[src/rtl/cache_arb_pkg.sv]
// Shared types for the cache/memory arbiter: FSM states, requester sides,
// and the byte-offset width of a word address.
package cache_arb_pkg;

    typedef enum logic [1:0] {
        IDLE,
        IC_BURST,
        DC_BURST,
        DONE
    } arb_state_t;

    typedef enum logic {
        SIDE_IC,
        SIDE_DC
    } arb_side_t;

    localparam int BYTE_OFF = 2;

endpackage

[src/rtl/line_burst_ctr.sv]
// Word index counter for one line burst: clear, advance on each accepted
// word, and flag the last word of the line. Wraps to 0 after the last word.
module line_burst_ctr #(
    parameter int LINE_WORDS = 8,
    localparam int IDX_W = $clog2(LINE_WORDS)
) (
    input  logic             clk,
    input  logic             rst_n,
    input  logic             i_clr,
    input  logic             i_inc,
    output logic [IDX_W-1:0] o_idx,
    output logic             o_last
);

    logic [IDX_W-1:0] r_idx;

    always_ff @(posedge clk or negedge rst_n) begin
        if (!rst_n) begin
            r_idx <= '0;
        end else if (i_clr) begin
            r_idx <= '0;
        end else if (i_inc) begin
            r_idx <= r_idx + IDX_W'(1);
        end
    end

    assign o_idx  = r_idx;
    assign o_last = (r_idx == IDX_W'(LINE_WORDS - 1));

endmodule

[src/rtl/cache_mem_arbiter.sv]
// Shares one main-memory port between I-cache refills and D-cache refills/writebacks,
// one full-line burst at a time. Optional counters: define CACHE_MEM_ARB_PERF_EN.
module cache_mem_arbiter
    import cache_arb_pkg::*;
#(
    parameter int ADDR_W     = 32,
    parameter int DATA_W     = 32,
    parameter int LINE_WORDS = 8
) (
    input  logic                          CLK,
    input  logic                          RST,
    input  logic                          ic_req,
    input  logic [ADDR_W-1:0]             ic_addr,
    output logic                          ic_rvalid,
    output logic [DATA_W-1:0]             ic_rdata,
    output logic                          ic_done,
    input  logic                          dc_req,
    input  logic                          dc_we,
    input  logic [ADDR_W-1:0]             dc_addr,
    input  logic [DATA_W-1:0]             dc_wdata,
    output logic                          dc_rvalid,
    output logic [DATA_W-1:0]             dc_rdata,
    output logic                          dc_done,
    output logic [$clog2(LINE_WORDS)-1:0] word_idx,
    output logic                          mem_req,
    output logic                          mem_we,
    output logic [ADDR_W-1:0]             mem_addr,
    output logic [DATA_W-1:0]             mem_wdata,
    input  logic [DATA_W-1:0]             mem_rdata,
    input  logic                          mem_ack,
    output logic                          pc_stall,
`ifdef CACHE_MEM_ARB_PERF_EN
    output logic [31:0]                   perf_ic_lines,
    output logic [31:0]                   perf_dc_lines,
    output logic [31:0]                   perf_mem_busy,
`endif
    output logic                          mem_stall
);

    localparam int IDX_W    = $clog2(LINE_WORDS);
    localparam int LINE_OFF = IDX_W + BYTE_OFF;

    arb_state_t               r_state;
    arb_state_t               w_state_next;
    arb_side_t                r_last_gnt;
    arb_side_t                w_gnt_side;
    logic                     w_grant;
    logic [ADDR_W-LINE_OFF-1:0] r_line;
    logic                     r_we;
    logic [ADDR_W-1:0]        w_req_addr;
    logic [IDX_W-1:0]         w_idx;
    logic                     w_last;
    logic                     w_ic_burst;
    logic                     w_dc_burst;
    logic                     w_burst;

    assign w_ic_burst = (r_state == IC_BURST);
    assign w_dc_burst = (r_state == DC_BURST);
    assign w_burst    = w_ic_burst | w_dc_burst;

    always_comb begin
        w_state_next = r_state;
        w_grant      = 1'b0;
        w_gnt_side   = SIDE_IC;
        case (r_state)
            IDLE: begin
                // On a tie the side that did not win last time goes first.
                if (ic_req && dc_req) begin
                    w_grant    = 1'b1;
                    w_gnt_side = (r_last_gnt == SIDE_IC) ? SIDE_DC : SIDE_IC;
                end else if (dc_req) begin
                    w_grant    = 1'b1;
                    w_gnt_side = SIDE_DC;
                end else if (ic_req) begin
                    w_grant    = 1'b1;
                    w_gnt_side = SIDE_IC;
                end
                if (w_grant) begin
                    w_state_next = (w_gnt_side == SIDE_DC) ? DC_BURST : IC_BURST;
                end
            end
            IC_BURST, DC_BURST: begin
                if (mem_ack && w_last) begin
                    w_state_next = DONE;
                end
            end
            DONE:    w_state_next = IDLE;
            default: w_state_next = IDLE;
        endcase
    end

    assign w_req_addr = (w_gnt_side == SIDE_DC) ? dc_addr : ic_addr;

    always_ff @(posedge CLK or negedge RST) begin
        if (!RST) begin
            r_state    <= IDLE;
            r_last_gnt <= SIDE_IC;
            r_line     <= '0;
            r_we       <= 1'b0;
        end else begin
            r_state <= w_state_next;
            if (w_grant) begin
                r_last_gnt <= w_gnt_side;
                r_line     <= w_req_addr[ADDR_W-1:LINE_OFF];
                r_we       <= (w_gnt_side == SIDE_DC) & dc_we;
            end
        end
    end

    line_burst_ctr #(
        .LINE_WORDS(LINE_WORDS)
    ) u_ctr (
        .clk   (CLK),
        .rst_n (RST),
        .i_clr (r_state == IDLE),
        .i_inc (w_burst & mem_ack),
        .o_idx (w_idx),
        .o_last(w_last)
    );

    // Line base has zero low bits, so the word address is a plain concatenation.
    assign mem_req   = w_burst;
    assign mem_we    = w_dc_burst & r_we;
    assign mem_addr  = w_burst ? {r_line, w_idx, {BYTE_OFF{1'b0}}} : '0;
    assign mem_wdata = w_burst ? dc_wdata : '0;
    assign word_idx  = w_idx;

    assign ic_rvalid = w_ic_burst & mem_ack;
    assign dc_rvalid = w_dc_burst & ~r_we & mem_ack;
    assign ic_rdata  = ic_rvalid ? mem_rdata : '0;
    assign dc_rdata  = dc_rvalid ? mem_rdata : '0;

    assign ic_done   = (r_state == DONE) & (r_last_gnt == SIDE_IC);
    assign dc_done   = (r_state == DONE) & (r_last_gnt == SIDE_DC);

    // Stalls follow the raw requests, so they are masked while in reset.
    assign pc_stall  = RST & (ic_req | w_ic_burst);
    assign mem_stall = RST & (dc_req | w_dc_burst);

`ifdef CACHE_MEM_ARB_PERF_EN
    logic [31:0] r_perf_ic;
    logic [31:0] r_perf_dc;
    logic [31:0] r_perf_busy;

    always_ff @(posedge CLK or negedge RST) begin
        if (!RST) begin
            r_perf_ic   <= '0;
            r_perf_dc   <= '0;
            r_perf_busy <= '0;
        end else begin
            if (ic_done && (r_perf_ic != '1)) r_perf_ic <= r_perf_ic + 32'd1;
            if (dc_done && (r_perf_dc != '1)) r_perf_dc <= r_perf_dc + 32'd1;
            if (mem_req && (r_perf_busy != '1)) r_perf_busy <= r_perf_busy + 32'd1;
        end
    end

    assign perf_ic_lines = r_perf_ic;
    assign perf_dc_lines = r_perf_dc;
    assign perf_mem_busy = r_perf_busy;
`endif

endmodule

[config.mk]
export PLATFORM = sky130hd
export DESIGN_NAME = cache_mem_arbiter
export DESIGN_NICKNAME = d
export VERILOG_FILES = /design/src/rtl/cache_arb_pkg.sv /design/src/rtl/line_burst_ctr.sv /design/src/rtl/cache_mem_arbiter.sv
export SDC_FILE = /design/constraint.sdc
export NUM_CORES = 1
export LEC_CHECK = 0
export ABC_AREA = 0
export CAP_MARGIN = 20
export CORE_AREA = 4 4 104 106
export DETAILED_ROUTE_END_ITERATION = 10
export DIE_AREA = 0 0 108 110
export MAX_ROUTING_LAYER = met4
export PLACE_DENSITY = 0.72
export SLEW_MARGIN = 5
export SYNTH_ARGS = -nofsm -noshare
export SYNTH_HDL_FRONTEND = slang
export SYNTH_SLANG_ARGS = --single-unit
[constraint.sdc]
create_clock -name CLK -period 2.6 [get_ports CLK]
set_clock_uncertainty 0.15 [all_clocks]
set_input_delay 0.52 -clock CLK [delete_from_list [all_inputs] [get_ports CLK]]
set_output_delay 0.52 -clock CLK [all_outputs]
set_load 0.03 [all_outputs]
# ---- Word level (Yosys, flattened, before mapping)
# Index checks and enable logic that the tools add are counted.
dict set report word_totals {
  regBits 34
  latchBits 0
  mem_bits_rw 0
  mem_bits_ro 0
  output_inout_bits 139
  elab_cells 54
  mem_count 0
}
dict set report op_classes {
  add_sub_neg 1
  mul 0
  div_mod_pow 0
  magnitude_cmp 0
  n_eq_ne 6
  shifts 0
  mux 21
  n_bitwise 15
  n_reduce_logical 6
}
# operator n
set ops {}
lappend ops {{32-bit two-way mux} 5}
lappend ops {{1-bit AND} 10}
lappend ops {{1-bit two-way mux} 10}
lappend ops {{2-bit two-way mux} 3}
lappend ops {{3-bit two-way mux} 2}
lappend ops {{2-bit case mux with 3 select lines} 1}
lappend ops {{2-bit equality test (second input constant)} 2}
lappend ops {{2-bit inequality test (second input constant)} 2}
lappend ops {{3-bit by 1-bit adder with 3-bit output (second input constant)} 1}
lappend ops {{3-bit equality test (second input constant)} 1}
lappend ops {{1-bit OR} 3}
lappend ops {{2-bit by 1-bit equality test with 1-bit output (second input constant)} 1}
lappend ops {{1-bit logical AND} 2}
lappend ops {{2-bit zero test} 1}
lappend ops {{1-bit inverter} 2}
lappend ops {{2-bit AND reduction} 1}
lappend ops {{2-bit nonzero test} 1}
lappend ops {{2-bit OR reduction} 1}

# ---- Longest topological paths before layout
# Gate-level depths: netlist of the first run.
dict set report logic_depth {
  word_depth 6
  mapped_depth 7
  ltp_nobuf 5
}

# ---- Modules after synthesis
# A second synthesis of the first run with hierarchy kept.
dict set report unflattened {
  hier_cells 341
  area_unflattened_um2 2620.0
}
# mod instances cells_per_inst area_per_inst_um2 seq_area_each_um2
set by_module_without_submodules {}
lappend by_module_without_submodules {cache_mem_arbiter 1 330 2479.9 775.7}
lappend by_module_without_submodules {line_burst_ctr 1 11 140.1 75.1}

# ---- Worst setup path after synthesis of the first run
# No wires, ideal clock.
dict set report synth_timing {
  path_type {reg2out}
  start {reg r_state[0]}
  end {out mem_addr[24]}
  arrival_time_ps 1726
  required_time_ps 1930
  setup_slack_ps 204
  stages_incl_launch_ff 6
  path_buffers 2
  path_cell_list {dfrtp_1 > inv_1 > ha_1 > buf_2 > clkbuf_1 > and2_1}
}
dict set report synth_between {
  elab_chain_cells 3
  elab_cells_between_ends 4
}
# item line_no
set synth_rtl {}
lappend synth_rtl {{start, declared} cache_mem_arbiter.sv:43} ;# arb_state_t r_state;
lappend synth_rtl {{start signal, assigned} cache_mem_arbiter.sv:101} ;# r_state <= w_state_next;
lappend synth_rtl {{2-bit by 1-bit equality test with 1-bit output / 2-bit equality test (equally long branches)} {cache_mem_arbiter.sv:57, cache_mem_arbiter.sv:58}}
lappend synth_rtl {{1-bit OR (*)} cache_mem_arbiter.sv:59} ;# assign w_burst = w_ic_burst | w_dc_burst;
lappend synth_rtl {{net mem_req} cache_mem_arbiter.sv:25} ;# output logic mem_req,
lappend synth_rtl {{32-bit two-way mux (*)} cache_mem_arbiter.sv:124} ;# assign mem_addr = w_burst ? {r_line, w_idx, {BYTE_OFF{1'b0}}} : '0;
lappend synth_rtl {{end, declared} cache_mem_arbiter.sv:27} ;# output logic [ADDR_W-1:0] mem_addr,
# The timed path passes the listed nets; every way through them passes the cells marked *.

# ---- Worst setup path after layout of the first run
dict set report layout_timing {
  start {reg r_state[0]}
  end {out dc_rdata[15]}
}
dict set report layout_between {
  elab_chain_cells 4
}
# item line_no
set layout_rtl {}
lappend layout_rtl {{2-bit equality test} cache_mem_arbiter.sv:58} ;# assign w_dc_burst = (r_state == DC_BURST);
lappend layout_rtl {{1-bit AND (2 in series)} cache_mem_arbiter.sv:129} ;# assign dc_rvalid = w_dc_burst & ~r_we & mem_ack;
lappend layout_rtl {{32-bit two-way mux} cache_mem_arbiter.sv:131} ;# assign dc_rdata = dc_rvalid ? mem_rdata : '0;
lappend layout_rtl {{end, declared} cache_mem_arbiter.sv:22} ;# output logic [DATA_W-1:0] dc_rdata,
# No other way between the ends.

==> summary.txt, run 1 <==
Avg Inst Size Synth: 7.63 um2
Die Width: 108 um
switching part of the total: 50.0%
Remaining DRCs: 0
H-tree depth: 2
# port buffers: 260
Commonest cells post-synth: and2_1 (97), dfrtp_1 (34), and3_1 (32), nand2_1 (32), a21oi_1 (30)
simple-gate share of the synthesized area: 36.5%
gr usage total: 19.1%
CTS tree: built
Logic pwr share: 77.1%
Synth Area in Compound Gates: 19.3%
Sum Neg Setup Slack: 0 ps
CP Capture Type: primary output
post-CTS setup buffers: 0
Synth area leader: dfrtp_1
share of layout cells above drive strength 1: 26.8%
Hold Fails Final Rpt: 0
CP cell instances: inv_1 -> ha_1 -> nand2_1 -> nor2_1 -> buf_12 -> and2_1 -> buf_4
sequential area share after synthesis: 32.4%
dominant synthesized flop cell: dfrtp_1
Clock Tree Buf Depth: 2
CTS Buf Count: 5
DR top layer: met4
vias in the first global route: 3167
core outline area: 9770 um2
Routed Antenna Nets: 0
Tcrit/Tclk final: 95.7%
FFs w/ async S/R, synth: 100%
Setup crit start kind: flip-flop
post-synth design cell area: 2620 um2
DP Area: 5210 um2
DR iter-0 viols: 161
GPL Wtd Cong: 0.808
crit path kind: flip-flop to primary output
Final Setup Violations: 0
post-DR vias/cell: 4.48
first-pass GRT wire length: 17.4 mm
number of synthesized flops with an enable pin: 0
Antenna Cells: 0
top cell type's share of synthesized area: 32.4%
register area: 851 um2
dpl hpwl: 9.31 mm
yosys warns: 0
pwr dens: 1240 nW/um2
starting density of the core: 26.8%
met3 WL post-DR: 1.00 mm
gr ovfl total: 0
CTS sink count: 34
I/O pin total: 273
initial antenna violation count: 0
Distinct cells, synth: 29
f_max: 0.402 GHz
largest net degree at the start of global routing: 38
max-cap violation count: 0
clk_lat worst skew: 280 ps
clock power share: 9.1%
post-synthesis adder-cell area fraction: 3.81%
Routed met2 length: 5.80 mm
routed len/inst: 16.2 um
CTS Root Buffer Type: clkbuf_8
Peak VDD IR: 0.000575 V
fillers: 901
Area contributors post-synth: dfrtp_1 (32%), and2_1 (23%), and3_1 (7.6%)
CP Data Arrival Time: 1820 ps
Slew Limit Fails: 0
Final min period: 2490 ps
final wirelength: 11.7 mm
largest delay contributor family on the critical path: buffers and inverters
RSZ-0062 raised after global routing: no
Synth Area in XOR/XNOR: 0.334%
Pint: 3.33 mW
Die Footprint: 11900 um2
final net count: 734
via count: 3253
area of the multi-input gates: 1630 um2
Leak: 2.61 nW
Worst Path Required: 1930 ps
sequential power share: 13.7%
die height: 110 um
area grow syn2layout: 105%
largest family of logic cells by synthesized area: simple AND/OR/NAND/NOR gates
Clk pin slew, worst setup/hold paths: 80 ps
status: completed
HP Class: flip-flop to flip-flop
met1 wire length: 4.76 mm
most numerous cell in the Yosys netlist: and2_1
multiplexer share of the synthesized area: 1.19%
worst-path fanout max: 33
Design Area, Final: 5380 um2
Synth Register Bits: 34
WP buf/inv: 3
drt first pass iters: 4
Critical Path Max Stage Delay: 420 ps
slowest CP cell: dfrtp_1
Cell Rows: 36
Mapped Cells: 344
sw power: 3.32 mW
[cell usage in the layout (no fill, tap or decap), types with 6 or more instances in the layout]
master / instances
ha_1: 6
o21ai_0: 29
and2_1: 97
dfrtp_1: 34
and3_1: 32
buf_4: 126
o21ai_1: 25
clkbuf_8: 6
buf_12: 17
nand2_1: 32
clkdlybuf4s50_1: 127
a21oi_1: 30
[power groups by stage]
stage	clock network [mW]	logic [mW]	registers, mW
after global placement	0	5.10	0.911
after detailed placement	0	5.13	0.919
after global routing	0.650	5.46	0.946
after floorplan	0	2.87	0.918
after CTS	0.621	5.18	0.913
final	0.609	5.13	0.912
[tightest hold or removal path, cell delays in order (launching register included)]
cell     delay, ps
dfrtp_1        340
nand2_1         50
o21ai_1         60
[metrics by stage]
stage               util, %  power (mW)  hold WS (ps)  setup slack, ps  instances
finish                 55.0        6.65           325              113        726
floorplan                 -        3.79          74.4              204        345
CTS                    55.0        6.72           332             21.1        726
global placement       53.3        6.01           198              223        717
detailed placement     53.3        6.05           196              213        717
global route           55.0        7.06           350             5.04        726
[area by class of cell]
type | count | share of cell area, %
clock buffer | 6 | 1.54
inverter | 2 | 0.140
timing repair buffer | 273 | 48.1
multi-input combinational | 276 | 30.2
sequential | 34 | 15.8
tap | 133 | 3.09
clock inverter | 2 | 1.12
[path summary, 6_finish.rpt]
kind / start / endpoint / slack [ps] / depth (start not counted)
hold / removal: r_line[24] / r_line[24] / 330 / 2
max in group asynchronous: RST / r_line[2] / 1240 / 3
hold reg to reg: r_line[24] / r_line[24] / 330 / 2
setup / recovery: r_state[0] / dc_rdata[15] / 110 / 7
min in group asynchronous: RST / r_we / 440 / 2
setup reg to reg: r_state[0] / r_state[0] / 630 / 5
[state kept, by name (all words and copies together) (netlist names)]
name	flops
r_last_gnt	1
r_line	27
r_state	2
r_we	1
u_ctr.o_idx	3
[logic make-up (layout without fill, tap and decap cells)]
family	after synthesis	count (layout)
and+or+nand+nor	168	168
AOI/OAI and AO/OA	94	94
buffers and inverters	35	283
DFF	34	34
adders and majority gates	8	8
muxes	3	3
other	1	2
xor gates and xnor gates	1	1
[repair_timing]
item / CTS / global route
hold endpoints to repair: 1 / 0
setup endpoints to repair: 1 / 10
hold buffers: 1 / 0
resized for setup: 1 / 2
[metal layers]
layer,vias up,global-route usage [%]
li1,1634,-
met1,1451,23.2
met2,157,32.5
met3,11,4.54
met4,0,4.06
met5,-,-
Note: power is estimated with default switching activity, not from simulation.
==> inputs of run 2 (changes only) <==
--- a/config.mk
+++ b/config.mk
@@ -8,9 +8,9 @@
 export ABC_AREA = 0
 export CAP_MARGIN = 20
-export CORE_AREA = 4 4 104 106
+export CORE_AREA = 4 4 103 105
 export DETAILED_ROUTE_END_ITERATION = 10
-export DIE_AREA = 0 0 108 110
+export DIE_AREA = 0 0 107 109
 export MAX_ROUTING_LAYER = met4
-export PLACE_DENSITY = 0.72
+export PLACE_DENSITY = 0.74
 export SLEW_MARGIN = 5
 export SYNTH_ARGS = -nofsm -noshare
==> constraint.sdc (replaced) <==
create_clock -name CLK -period 2.3 [get_ports CLK]
set_clock_uncertainty 0.15 [all_clocks]
set_input_delay 0.46 -clock CLK [delete_from_list [all_inputs] [get_ports CLK]]
set_output_delay 0.46 -clock CLK [all_outputs]
set_load 0.01 [all_outputs]
==> run 2 against run 1 <==
Sequential cell count stayed put. Clock-buffer cell count did not move. Combinational power fell by 17%. Register-to-register slack worse by 330 ps. Routed wire length rose by 11%. Final cell count rose by 2.2%. First-iteration DRC count fell by 23%. Sequential share of layout area increased by 0.11 points. Worst hold slack got worse by 210 ps. Critical path depth unchanged. Highest routed layer unchanged.
==> summary.txt, run 2 (synthesized netlist as in run 1, its figures left out) <==
status: completed
GPL Wtd Cong: 0.882 (+9.2%)
fillers: 968 (+7.4%)
DP Cell Count: 727 (+1.4%)
Slew Limit Fails: 0 (unchanged)
Post-Layout Cell Count: 742 (+2.2%)
Die Width: 107 um (-0.93%)
WP buf/inv: 3 (unchanged)
worst-path fanout max: 16 (-52%)
DR iter-0 viols: 124 (-23%)
CTS Root Buffer Type: clkbuf_8
share of layout cells above drive strength 1: 23.6% (-3.2 points)
Cell Rows: 36 (unchanged)
Design Area, Final: 5340 um2 (-0.67%)
sw power: 2.57 mW (-23%)
sequential power share: 17.4% (+3.7 points)
Antenna Cells: 0 (unchanged)
DP Area: 5440 um2 (+4.3%)
CTS tree: built
I/O pin total: 273 (unchanged)
CP cell instances: inv_2 -> ha_4 -> nand2_2 -> nor2_4 -> clkbuf_16 -> and2_1 -> clkdlybuf4s15_2
Final min period: 2260 ps
first-pass GRT wire length: 19.1 mm (+10%)
max-cap violation count: 0 (unchanged)
Tcrit/Tclk final: 98.1%
Critical Path Max Stage Delay: 400 ps (-20 ps)
crit path kind: flip-flop to primary output
Pint: 3.39 mW (+1.7%)
Routed Antenna Nets: 0 (unchanged)
Setup crit start kind: flip-flop
post-DR vias/cell: 4.60 (+2.6%)
Post-CTS Hold Fix Bufs: 0 (-1)
final net count: 750 (+2.2%)
dpl hpwl: 10.0 mm (+7.5%)
vias in the first global route: 3378 (+6.7%)
CTS Buf Count: 5 (unchanged)
RSZ-0062 raised after global routing: yes
largest delay contributor family on the critical path: buffers and inverters
CP Capture Type: primary output
Die Footprint: 11700 um2 (-1.8%)
clk_lat worst skew: 280 ps (about the same)
slowest CP cell: dfrtp_1
Leak: 2.67 nW (+2.4%)
via count: 3412 (+4.9%)
Biggest register: r_line
HP Class: input port to async pin
largest net degree at the start of global routing: 41 (+7.9%)
clock power share: 11.5% (+2.4 points)
Hold Fails Final Rpt: 0 (unchanged)
core outline area: 9640 um2 (-1.4%)
max reg flops: 27 (unchanged)
Clk pin slew, worst setup/hold paths: 70 ps (about the same)
commonest non-fill, non-tap cell in the layout: clkdlybuf4s50_1
switching part of the total: 43.2% (-6.8 points)
Clock Tree Buf Depth: 2 (unchanged)
starting density of the core: 27.2% (+0.38 points)
pwr dens: 1120 nW/um2 (-9.8%)
f_max: 0.443 GHz
Tot Pwr: 5.96 mW (-10%)
gr usage total: 21.6% (+2.5 points)
Peak VDD IR: 0.000569 V (-0.93%)
Remaining DRCs: 0 (unchanged)
# port buffers: 260 (unchanged)
gr ovfl total: 0 (unchanged)
CTS sink count: 34 (unchanged)
final wirelength: 13.0 mm (+11%)
die height: 109 um (-0.91%)
H-tree depth: 2 (unchanged)
Logic pwr share: 71.1% (-6.0 points)
initial antenna violation count: 0 (unchanged)
routed len/inst: 17.5 um (+8.2%)
Final Setup Violations: 0 (unchanged)
drt first pass iters: 4 (unchanged)
Worst Path Required: 1690 ps (-240 ps)
area grow syn2layout: 104%
most frequent cells in the layout: clkdlybuf4s50_1 (124), and2_1 (95), clkbuf_2 (56), dfrtp_1 (34), and3_1 (32)
CP Data Arrival Time: 1650 ps (-170 ps)
run 2: cell count changes in the layout (fill, tap and decap cells not counted), moves of 7 or more:
| cell | delta |
|---|---|
| buf_4 | -107 |
| clkbuf_2 | +56 |
| buf_2 | +28 |
| dlygate4sd2_1 | +23 |
| clkdlybuf4s15_1 | +19 |
| buf_12 | -12 |
| buf_6 | +7 |
run 2: final timing paths:
path	end	slack (ps)	depth (start not counted)	from
max in group asynchronous	r_line[10]	1580	2	RST
min in group CLK	r_line[7]	330	2	r_line[7]
setup reg to reg	r_line[0]	300	8	r_state[0]
setup / recovery	dc_rdata[29]	40	7	r_state[0]
hold reg to reg	r_line[7]	330	2	r_line[7]
hold / removal	r_last_gnt	110	2	RST
run 2: cell type report:
type	instances	area (um2)	area share (%)
Clock buffer	6	82.6	1.55
Clock inverter	2	60.1	1.12
Inverter	2	7.51	0.141
Multi-Input combinational cell	276	1660	31.1
Sequential cell	34	851	15.9
Tap cell	133	166	3.11
Timing Repair Buffer	289	2510	47.0
run 2: what timing repair did:
action                                  in CTS  in global routing
resized for setup                          255                144
pin swaps                                    2                  4
cloned                                       3                  0
endpoints found under the setup margin     131                103
buffers inserted                             4                  0
run 2: power by group through the flow:
stage                     registers, mW  clock network [mW]  logic [mW]
final                              1.03               0.687        4.24
after global routing               1.07               0.738        4.62
after CTS                          1.03               0.703        4.32
after detailed placement           1.04                   0        4.57
after global placement             1.02                   0        4.53
after floorplan                    1.00                   0        2.04
run 2: stage by stage:
stage | util [%] | hold WS (ps) | setup WS [ps] | TNS, ps
floorplan | - | 14.4 | 251 | 0
global placement | 56.4 | 305 | -389 | -22030
detailed placement | 56.4 | 319 | -383 | -23470
CTS | 57.2 | 142 | -94.5 | -495
global route | 55.4 | 148 | -44.7 | -373
finish | 55.4 | 114 | 43.4 | 0
run 2: routing by layer:
layer	global-route usage, %	part of all wire, %	up-vias
met5	-	0	-
met4	6.21	2.8	0
met3	4.26	6.8	24
met2	38.3	50	159
met1	24.8	40	1558
li1	-	-	1671
